## src/rtl/store_rmw_controller_if.sv

```systemverilog
// Store controller bus: request/handshake from the control unit plus the
// data-memory port.
//   start, instr, addr, store_data : store request (control unit -> controller)
//   busy, done, fault              : status (controller -> control unit)
//   mem_addr, mem_rd, mem_wr,
//   mem_wdata                      : memory command (controller -> memory)
//   mem_rdata                      : memory read data (memory -> controller)
// The controller uses the slave modport; the requester/memory side uses master.
interface store_rmw_controller_if #(
    parameter int unsigned ADDR_W = 64
);
    logic              start;
    logic [31:0]       instr;
    logic [ADDR_W-1:0] addr;
    logic [63:0]       store_data;
    logic              busy;
    logic              done;
    logic              fault;
    logic [ADDR_W-1:0] mem_addr;
    logic              mem_rd;
    logic              mem_wr;
    logic [63:0]       mem_wdata;
    logic [63:0]       mem_rdata;

    modport master (
        output start, instr, addr, store_data, mem_rdata,
        input  busy, done, fault, mem_addr, mem_rd, mem_wr, mem_wdata
    );

    modport slave (
        input  start, instr, addr, store_data, mem_rdata,
        output busy, done, fault, mem_addr, mem_rd, mem_wr, mem_wdata
    );
endinterface

```

## src/rtl/store_rmw_controller.sv

```systemverilog
// Store sequencer for a 64-bit data memory without byte enables.
// sd is a single aligned write; sb/sh/sw read the doubleword, merge the
// store lanes little-endian and write it back. Misaligned or illegal
// stores complete immediately with fault.
// Ports:
//   clk   : system clock, rising edge
//   reset : asynchronous, active-high
//   bus   : store_rmw_controller_if.slave (request, status, memory port)
module store_rmw_controller #(
    parameter int unsigned READ_LAT = 1,   // 1..15
    parameter int unsigned ADDR_W   = 64
) (
    input  logic                   clk,
    input  logic                   reset,
    store_rmw_controller_if.slave  bus
);

    localparam int unsigned CNT_W     = 4;
    localparam logic [6:0]  OPC_STORE = 7'd35;

    typedef enum logic [2:0] {IDLE, READ, WAIT, WRITE, DONE} state_t;

    state_t            state;
    logic [1:0]        sz_q;      // log2 of store size in bytes
    logic [2:0]        off_q;     // byte offset within the doubleword
    logic [63:0]       data_q;
    logic [CNT_W-1:0]  cnt_q;

    logic              busy_q;
    logic              done_q;
    logic              fault_q;
    logic              mem_rd_q;
    logic              mem_wr_q;
    logic [ADDR_W-1:0] mem_addr_q;
    logic [63:0]       mem_wdata_q;

    logic [2:0]        in_f3_c;
    logic              in_fault_c;
    logic [ADDR_W-1:0] aligned_c;
    logic [2:0]        lane_c;
    logic [7:0]        bmask_c;
    logic [63:0]       bitmask_c;
    logic [63:0]       shifted_c;
    logic [63:0]       merged_c;
    logic              unused_instr_c;

    // Instruction bits outside opcode/funct3 carry no meaning here.
    assign unused_instr_c = ^{bus.instr[31:15], bus.instr[11:7]};

    assign aligned_c = {bus.addr[ADDR_W-1:3], 3'b000};

    // Reject illegal funct3 and any store not naturally aligned to its size.
    always_comb begin
        in_f3_c    = bus.instr[14:12];
        in_fault_c = 1'b0;
        case (in_f3_c)
            3'd0:    in_fault_c = 1'b0;
            3'd1:    in_fault_c = bus.addr[0];
            3'd2:    in_fault_c = |bus.addr[1:0];
            3'd3:    in_fault_c = |bus.addr[2:0];
            default: in_fault_c = 1'b1;
        endcase
    end

    // Little-endian lane merge of the captured store data into the read data.
    always_comb begin
        lane_c    = off_q;
        bmask_c   = 8'h01;
        bitmask_c = '0;
        case (sz_q)
            2'd0: begin lane_c = off_q;                bmask_c = 8'h01; end
            2'd1: begin lane_c = {off_q[2:1], 1'b0};   bmask_c = 8'h03; end
            2'd2: begin lane_c = {off_q[2], 2'b00};    bmask_c = 8'h0F; end
            default: begin lane_c = 3'd0;              bmask_c = 8'hFF; end
        endcase
        bmask_c = bmask_c << lane_c;
        for (int i = 0; i < 8; i++) begin
            bitmask_c[i*8 +: 8] = {8{bmask_c[i]}};
        end
        shifted_c = data_q << {lane_c, 3'b000};
        merged_c  = (bus.mem_rdata & ~bitmask_c) | (shifted_c & bitmask_c);
    end

    // Sequencer; every output is a register updated alongside the state.
    always_ff @(posedge clk or posedge reset) begin
        if (reset) begin
            state       <= IDLE;
            sz_q        <= '0;
            off_q       <= '0;
            data_q      <= '0;
            cnt_q       <= '0;
            busy_q      <= 1'b0;
            done_q      <= 1'b0;
            fault_q     <= 1'b0;
            mem_rd_q    <= 1'b0;
            mem_wr_q    <= 1'b0;
            mem_addr_q  <= '0;
            mem_wdata_q <= '0;
        end else begin
            case (state)
                IDLE: begin
                    if (bus.start && (bus.instr[6:0] == OPC_STORE)) begin
                        sz_q   <= in_f3_c[1:0];
                        off_q  <= bus.addr[2:0];
                        data_q <= bus.store_data;
                        busy_q <= 1'b1;
                        if (in_fault_c) begin
                            state   <= DONE;
                            done_q  <= 1'b1;
                            fault_q <= 1'b1;
                        end else if (in_f3_c == 3'd3) begin
                            state       <= WRITE;
                            mem_wr_q    <= 1'b1;
                            mem_addr_q  <= aligned_c;
                            mem_wdata_q <= bus.store_data;
                        end else begin
                            state      <= READ;
                            mem_rd_q   <= 1'b1;
                            mem_addr_q <= aligned_c;
                        end
                    end
                end
                READ: begin
                    mem_rd_q <= 1'b0;
                    cnt_q    <= CNT_W'(READ_LAT - 1);
                    state    <= WAIT;
                end
                WAIT: begin
                    // Read data is valid on the last WAIT cycle; merge it straight in.
                    if (cnt_q == '0) begin
                        mem_wdata_q <= merged_c;
                        mem_wr_q    <= 1'b1;
                        state       <= WRITE;
                    end else begin
                        cnt_q <= cnt_q - CNT_W'(1);
                    end
                end
                WRITE: begin
                    mem_wr_q    <= 1'b0;
                    mem_wdata_q <= '0;
                    mem_addr_q  <= '0;
                    done_q      <= 1'b1;
                    state       <= DONE;
                end
                DONE: begin
                    done_q  <= 1'b0;
                    fault_q <= 1'b0;
                    busy_q  <= 1'b0;
                    state   <= IDLE;
                end
                default: state <= IDLE;
            endcase
        end
    end

    assign bus.busy      = busy_q;
    assign bus.done      = done_q;
    assign bus.fault     = fault_q;
    assign bus.mem_rd    = mem_rd_q;
    assign bus.mem_wr    = mem_wr_q;
    assign bus.mem_addr  = mem_addr_q;
    assign bus.mem_wdata = mem_wdata_q;

endmodule
```

## src/flat_wrapper.sv

```systemverilog
// flat-port wrapper written by rule: the top's interface ports become plain ports
module store_rmw_controller_flat 
#(
    parameter int unsigned READ_LAT = 1,           
    parameter int unsigned ADDR_W   = 64
)
  (clk, reset, bus_start, bus_instr, bus_addr, bus_store_data, bus_mem_rdata, bus_busy, bus_done, bus_fault, bus_mem_addr, bus_mem_rd, bus_mem_wr, bus_mem_wdata);
  store_rmw_controller_if #(.ADDR_W(ADDR_W)) bus_i ();
  input  logic clk;
  input  logic reset;
  input wire logic [$bits(bus_i.start)-1:0] bus_start;
  input wire logic [$bits(bus_i.instr)-1:0] bus_instr;
  input wire logic [$bits(bus_i.addr)-1:0] bus_addr;
  input wire logic [$bits(bus_i.store_data)-1:0] bus_store_data;
  input wire logic [$bits(bus_i.mem_rdata)-1:0] bus_mem_rdata;
  output wire logic [$bits(bus_i.busy)-1:0] bus_busy;
  output wire logic [$bits(bus_i.done)-1:0] bus_done;
  output wire logic [$bits(bus_i.fault)-1:0] bus_fault;
  output wire logic [$bits(bus_i.mem_addr)-1:0] bus_mem_addr;
  output wire logic [$bits(bus_i.mem_rd)-1:0] bus_mem_rd;
  output wire logic [$bits(bus_i.mem_wr)-1:0] bus_mem_wr;
  output wire logic [$bits(bus_i.mem_wdata)-1:0] bus_mem_wdata;
  assign bus_i.start = bus_start;
  assign bus_i.instr = bus_instr;
  assign bus_i.addr = bus_addr;
  assign bus_i.store_data = bus_store_data;
  assign bus_i.mem_rdata = bus_mem_rdata;
  assign bus_busy = bus_i.busy;
  assign bus_done = bus_i.done;
  assign bus_fault = bus_i.fault;
  assign bus_mem_addr = bus_i.mem_addr;
  assign bus_mem_rd = bus_i.mem_rd;
  assign bus_mem_wr = bus_i.mem_wr;
  assign bus_mem_wdata = bus_i.mem_wdata;
  store_rmw_controller #(.READ_LAT(READ_LAT), .ADDR_W(ADDR_W)) u_core (.clk(clk), .reset(reset), .bus(bus_i));
endmodule
```

## config.mk

```make
export PLATFORM = sky130hd
export DESIGN_NAME = store_rmw_controller_flat
export DESIGN_NICKNAME = d
export VERILOG_FILES = /design/src/rtl/store_rmw_controller_if.sv /design/src/rtl/store_rmw_controller.sv /design/src/flat_wrapper.sv
export SDC_FILE = /design/constraint.sdc
export NUM_CORES = 1
export LEC_CHECK = 0
export ABC_CLOCK_PERIOD_IN_PS = 13400
export BUFFER_PORTS_ARGS = -buffer_cell sky130_fd_sc_hd__buf_4
export CORE_UTILIZATION = 25
export DETAILED_ROUTE_END_ITERATION = 16
export MAX_ROUTING_LAYER = met4
export PLACE_DENSITY = 0.56
export SYNTH_ARGS = -nofsm -noshare
export SYNTH_HDL_FRONTEND = slang
export SYNTH_SLANG_ARGS = --single-unit
```

## constraint.sdc

```tcl
create_clock -name clk -period 13.4 [get_ports clk]
set_input_delay 2.68 -clock clk [delete_from_list [all_inputs] [get_ports clk]]
set_output_delay 2.68 -clock clk [all_outputs]
set_load 0.01 [all_outputs]
```

* Word level (Yosys, flattened, before mapping) *
Cells that the tools add are included.

storage, ports and cells
  flip-flop bits (word level) = 209
  logic and storage cells = 91
  input bits = 227

cells by class
  equal/unequal tests = 17
  bitwise gates (word level) = 4
  reduce and logical (&&, ||, !) cells = 22
  multiplexer cells = 33
  add/subtract/negate cells = 1
  shift-type cells = 2

operator list
  cell                                                                      number
  64-bit 2-to-1 mux                                                         6
  64-bit one-hot mux with 3 select lines                                    1
  64-bit bitwise AND                                                        2
  64-bit one-hot mux with 2 select lines                                    1
  64-bit NOT                                                                1
  64-bit bitwise OR                                                         1
  64-bit by 6-bit << shifter with 64-bit output                             1
  8-bit one-hot mux with 3 select lines                                     1
  3-bit by 2-bit equality test with 1-bit output (second input constant)    4
  3-bit one-hot mux with 4 select lines                                     1
  1-bit 2-to-1 mux                                                          10
  3-bit 2-to-1 mux                                                          3
  3-bit one-hot mux with 3 select lines                                     1
  3-bit AND reduction                                                       3
  2-bit by 1-bit inequality test with 1-bit output (second input constant)  4
  4-bit one-hot mux with 2 select lines                                     1
  2-bit AND reduction                                                       4
  2-bit nonzero test                                                        4
  8-bit by 3-bit << shifter with 8-bit output                               1
  7-bit by 6-bit equality test with 1-bit output (second input constant)    1
  3-bit by 1-bit equality test with 1-bit output (second input constant)    2
  3-bit zero test                                                           2
  2-bit inequality test (second input constant)                             3
  1-bit one-hot mux with 2 select lines                                     3
  16 further kinds                                                          18

* Logic depth before layout (Yosys ltp) *
  depth in word-level cells = 8
  gate-level depth with buffers = 10

* Least setup slack after synthesis *
No wires, ideal clock.

  path type = input port to flip-flop
  start = input port bus_instr[6]
  end = register u_core.sz_q[0]
  stages on the path = 6
  path buffers = 2
  path slack = 9.016 ns
  arrival time = 4.256 ns
  library setup time = 0.128 ns
  path through = nand4bb_1 > nor4_2 > nand2_1 > buf_1 > buf_2 > mux2_1

on the way
  word-level cells in the longest chain between the ends = 3

ends and longest elaborated chain
  item                                            RTL line                     source
  start, declared                                 flat_wrapper.sv:12           input wire logic [$bits(bus_i.instr)-1:0] bus_instr;
  7-bit by 6-bit equality test with 1-bit output  store_rmw_controller.sv:102  if (bus.start && (bus.instr[6:0] == OPC_STORE)) begin
  1-bit logical AND                               store_rmw_controller.sv:102
  2-bit AND reduction (no source line)            n/a
  end signal, assigned                            store_rmw_controller.sv:103  sz_q <= in_f3_c[1:0];
  end, declared                                   store_rmw_controller.sv:24   logic [1:0] sz_q;

Every way passes these cells.
A chain may end at the register's enable or synchronous reset.

* Final worst setup path *
  start = input port bus_instr[6]
  end = register u_core.mem_wdata_q[22] (netlist: u_core.bus.mem_wdata[22])

on the way
  word-level cells in the longest chain between the ends = 4

ends and longest elaborated chain
  item                                                               RTL line                     source
  7-bit by 6-bit equality test with 1-bit output                     store_rmw_controller.sv:102
  1-bit logical AND                                                  store_rmw_controller.sv:102
  2-bit by 1-bit inequality test with 1-bit output (no source line)  n/a
  5-bit AND reduction (no source line)                               n/a
  end signal, assigned                                               store_rmw_controller.sv:115  mem_wdata_q <= bus.store_data;
  end signal, assigned                                               store_rmw_controller.sv:131  mem_wdata_q <= merged_c;
  end, declared                                                      store_rmw_controller.sv:35   logic [63:0] mem_wdata_q;

Every way passes these cells.

==> metrics.md <==
| Metric | Value |
|---|---|
| Worst Tran Pin Value | `1280 ps` |
| First-pass DRT Iterations | `6` |
| Share of the synthesized area in the top cell type | `47.1%` |
| Final Hold Viols | `0` |
| R2R Path End | `u_core.bus.mem_wdata[22]$_DFFE_PP0P_` |
| Clk pin slew, worst setup/hold paths | `60 ps` |
| Cell Area, Synth | `10,900 sq um` |
| Post-Place Cell Area | `14,000 sq um` |
| # Max-Cap Violations | `0` |
| Final HPWL from detailed placement | `30.5 mm` |
| Crit Path Class | `input port to flop` |
| Fraction of final layout cells sized beyond drive strength 1 | `33.5%` |
| Clock sink count | `206` |
| Critical-path cell list | `buf_4, nand4bb_1, o41a_1, a211oi_4, buf_4, buf_4, a41oi_1` |
| Pin count of the biggest net entering global routing | `91` |
| Cts bufs inserted | `26` |
| EDFF count, synth | `0` |
| Power per cell area | `188 nW/um^2` |
| Max-slew headroom | `14.6%` |
| Ys Warns | `0` |
| Clk root buf | `clkbuf_16` |
| Die X | `211 um` |
| RSZ-0062 raised after global routing | `no` |
| FMAX | `188 MHz` |
| Global route overflow | `0` |
| Finished layout cell area | `14,900 sq um` |
| Register area share after synthesis | `47.1%` |
| Final slew viol count | `0` |
| Critical R2R Launch | `u_core.cnt_q[0]$_DFFE_PP0P_` |
| Layout area overhead | `36.2%` |
| Via/cell ratio | `4.91` |
| Drc violations | `0` |
| Final period util | `39.7%` |
| Area leader, netlist | `dfrtp_1` |
| Number of synthesized register bits | `206` |
| Critical Path RT | `13,770 ps` |
| Maximum vdd drop | `0.0000837 V` |
| Number of global-route vias before repair | `9,869` |
| Port Buffers | `334` |
| Initial antenna violation count | `4` |
| CTS tree | `built` |
| Vias | `10,100` |
| Critical Path Source Type | `input port` |
| Crit-path slowest cell | `a211oi_4` |
| Setup Buffers After CTS | `0` |
| WL/cell | `20.7 um` |
| Fill cells | `4,452` |
| Ports | `360` |
| Avg Synthesized Cell Area | `9.55 sq um` |
| Num rows | `76` |
| Gr usage total | `19.0%` |
| FF-to-FF setup slack | `9520 ps` |
| Post-route ant nets | `0` |
| Starting Density | `25.4%` |
| CP Max Fanout | `72` |
| Top post-synthesis cells by area | `dfrtp_1 (47%), mux2_2 (6.4%), nand2_1 (6.2%)` |
| Crit path DAT | `5700 ps` |
| Status | `finished clean` |
| Die area | `44,600 sq um` |
| Core Region | `43,100 sq um` |
| Critical Path End | `u_core.bus.mem_wdata[22]$_DFFE_PP0P_` |
| Setup crit end kind | `flop` |
| Clk buf depth | `3` |
| CTS Hold Bufs | `0` |
| Max incr delay on CP | `680 ps` |
| Crit path from | `bus_instr[6]` |
| H-tree depth | `1` |
| First-pass GRT wire length | `61.9 mm` |
| WL final | `42.3 mm` |
| Ys async rst share | `100%` |
| Worst-Skew Late Latency | `550 ps` |
| Synthesized instance count | `1,146` |
| Clock Skew | `9.99 ps` |
| Most used cell, CP | `buf_4` |
| Reg2Reg Depth | `8` |
| NumNets Final | `1,667` |
| Setup total negative slack | `0 ps` |
| First DRT Iteration DRCs | `820` |
| RePlAce Congestion | `0.879` |
| Min-Delay Path Class | `flop to flop` |
| Setup violators final | `0` |
| Synth cell types | `67` |
| Post-synth top flop | `dfrtp_1` |
| Post-cts resize count | `0` |
| Leak | `6.81 nW` |
| Die height | `211 um` |
| Min cycle time layout | `5320 ps` |
-- cell families after synthesis --
kind of cell	Yosys count	share of synthesized area, %
xor+xnor	1	0.0801
mux	147	15.4
fa+ha+maj	1	0.114
other cells	1	0.0343
flops	206	47.1
buf+inv	168	6.19
simple gates	347	13.9
compound gates	275	17.1
-- synthesized netlist by cell type (all sizes together), types with 4 or more instances --
library cell / n
a22oi: 9
a41oi: 15
nor3: 4
clkbuf: 52
inv: 77
o221a: 5
a211oi: 7
nand2: 181
dfrtp: 206
nor2b: 6
mux2i: 65
nor2: 77
a21oi: 50
a31oi: 38
nand3: 46
o221ai: 26
buf: 37
a32oi: 8
o31ai: 4
o22a: 8
o211ai: 11
nand2b: 7
mux4: 10
o21ai: 62
mux2: 72
o2111ai: 5
a2bb2oi: 6
-- per-stage QoR --
step | setup WS (ps) | utilization [%] | hold WS (ps) | instances | power [W]
2_1_floorplan | 5100 | - | 472 | 1148 | 0.00153
3_3_place_gp | 7500 | 32.5 | 482 | 1996 | 0.00206
3_5_place_dp | 7500 | 32.5 | 484 | 1996 | 0.00208
4_1_cts | 8080 | 34.6 | 498 | 2044 | 0.00284
5_1_grt | 7840 | 34.6 | 514 | 2048 | 0.00297
6_report | 8080 | 34.6 | 490 | 2048 | 0.00280
-- cell type report --
type,instances,area [sq um],area share [%]
repair buffers,352,2640,17.7
clock buffers,36,768,5.15
well taps,585,732,4.91
diodes,4,10.0,0.0672
flip-flops and latches,206,5150,34.6
clock inverters,12,135,0.907
multi-input cells,774,5160,34.6
inverters,79,304,2.04
-- how the worst min path moves through the flow --
stage                                   from                             to  slack [ps]  cells after the start
2_1_floorplan    u_core.cnt_q[0]$_DFFE_PP0P_    u_core.cnt_q[0]$_DFFE_PP0P_         470                      1
3_3_place_gp   u_core.bus.mem_wr$_DFFE_PP0P_  u_core.bus.mem_wr$_DFFE_PP0P_         480                      1
3_5_place_dp      u_core.sz_q[0]$_DFFE_PP0P_     u_core.sz_q[0]$_DFFE_PP0P_         480                      1
4_1_cts           u_core.sz_q[0]$_DFFE_PP0P_     u_core.sz_q[0]$_DFFE_PP0P_         500                      1
5_1_grt           u_core.sz_q[0]$_DFFE_PP0P_     u_core.sz_q[0]$_DFFE_PP0P_         510                      1
6_report          u_core.sz_q[0]$_DFFE_PP0P_     u_core.sz_q[0]$_DFFE_PP0P_         490                      1
-- placed cells by master, fill, tap and decap left out, types with 10 or more instances in the layout --
cell type,synthesis,layout
a21oi_1,50,49
a31oi_1,38,38
a41oi_1,15,15
buf_4,4,352
clkbuf_16,0,26
dfrtp_1,206,206
inv_1,77,76
mux2_1,10,10
mux2_2,62,62
mux2i_1,65,65
mux4_2,10,10
nand2_1,181,179
nand3_1,46,46
nor2_1,77,77
o211ai_1,11,11
o21ai_0,60,60
o221ai_1,26,26
-- sequential cells by signal, summed over array words and instances (netlist names), 2 cells and up --
signal                count
u_core.cnt_q              4
u_core.sz_q               2
u_core.bus.mem_addr      61
u_core.state              3
u_core.bus.mem_wdata     64
u_core.off_q              3
u_core.data_q            64
-- routing by layer --
layer,wire length [um],track usage [%],up-vias
li1,-,-,4683
met2,19800,29.2,415
met5,0,-,-
met4,841,5.22,0
met1,18600,25.4,4913
met3,3060,3.54,49
-- power breakdown --
group / total (W) / leakage (nW) / switching (W) / internal (W)
clock: 0.000734 / 0.448 / 0.000293 / 0.000441
combinational: 0.00108 / 3.69 / 0.000582 / 0.000495
sequential: 0.000991 / 2.68 / 0.000158 / 0.000833
-- worst max-delay path: cells and delay by family --
| kind | cells | cell delay (ps) |
|---|---|---|
| AOI/OAI and AO/OA | 3 | 1400 |
| buffers and inverters | 3 | 1300 |
| and+or+nand+nor | 1 | 220 |
Note: power is estimated with default switching activity, not from simulation.
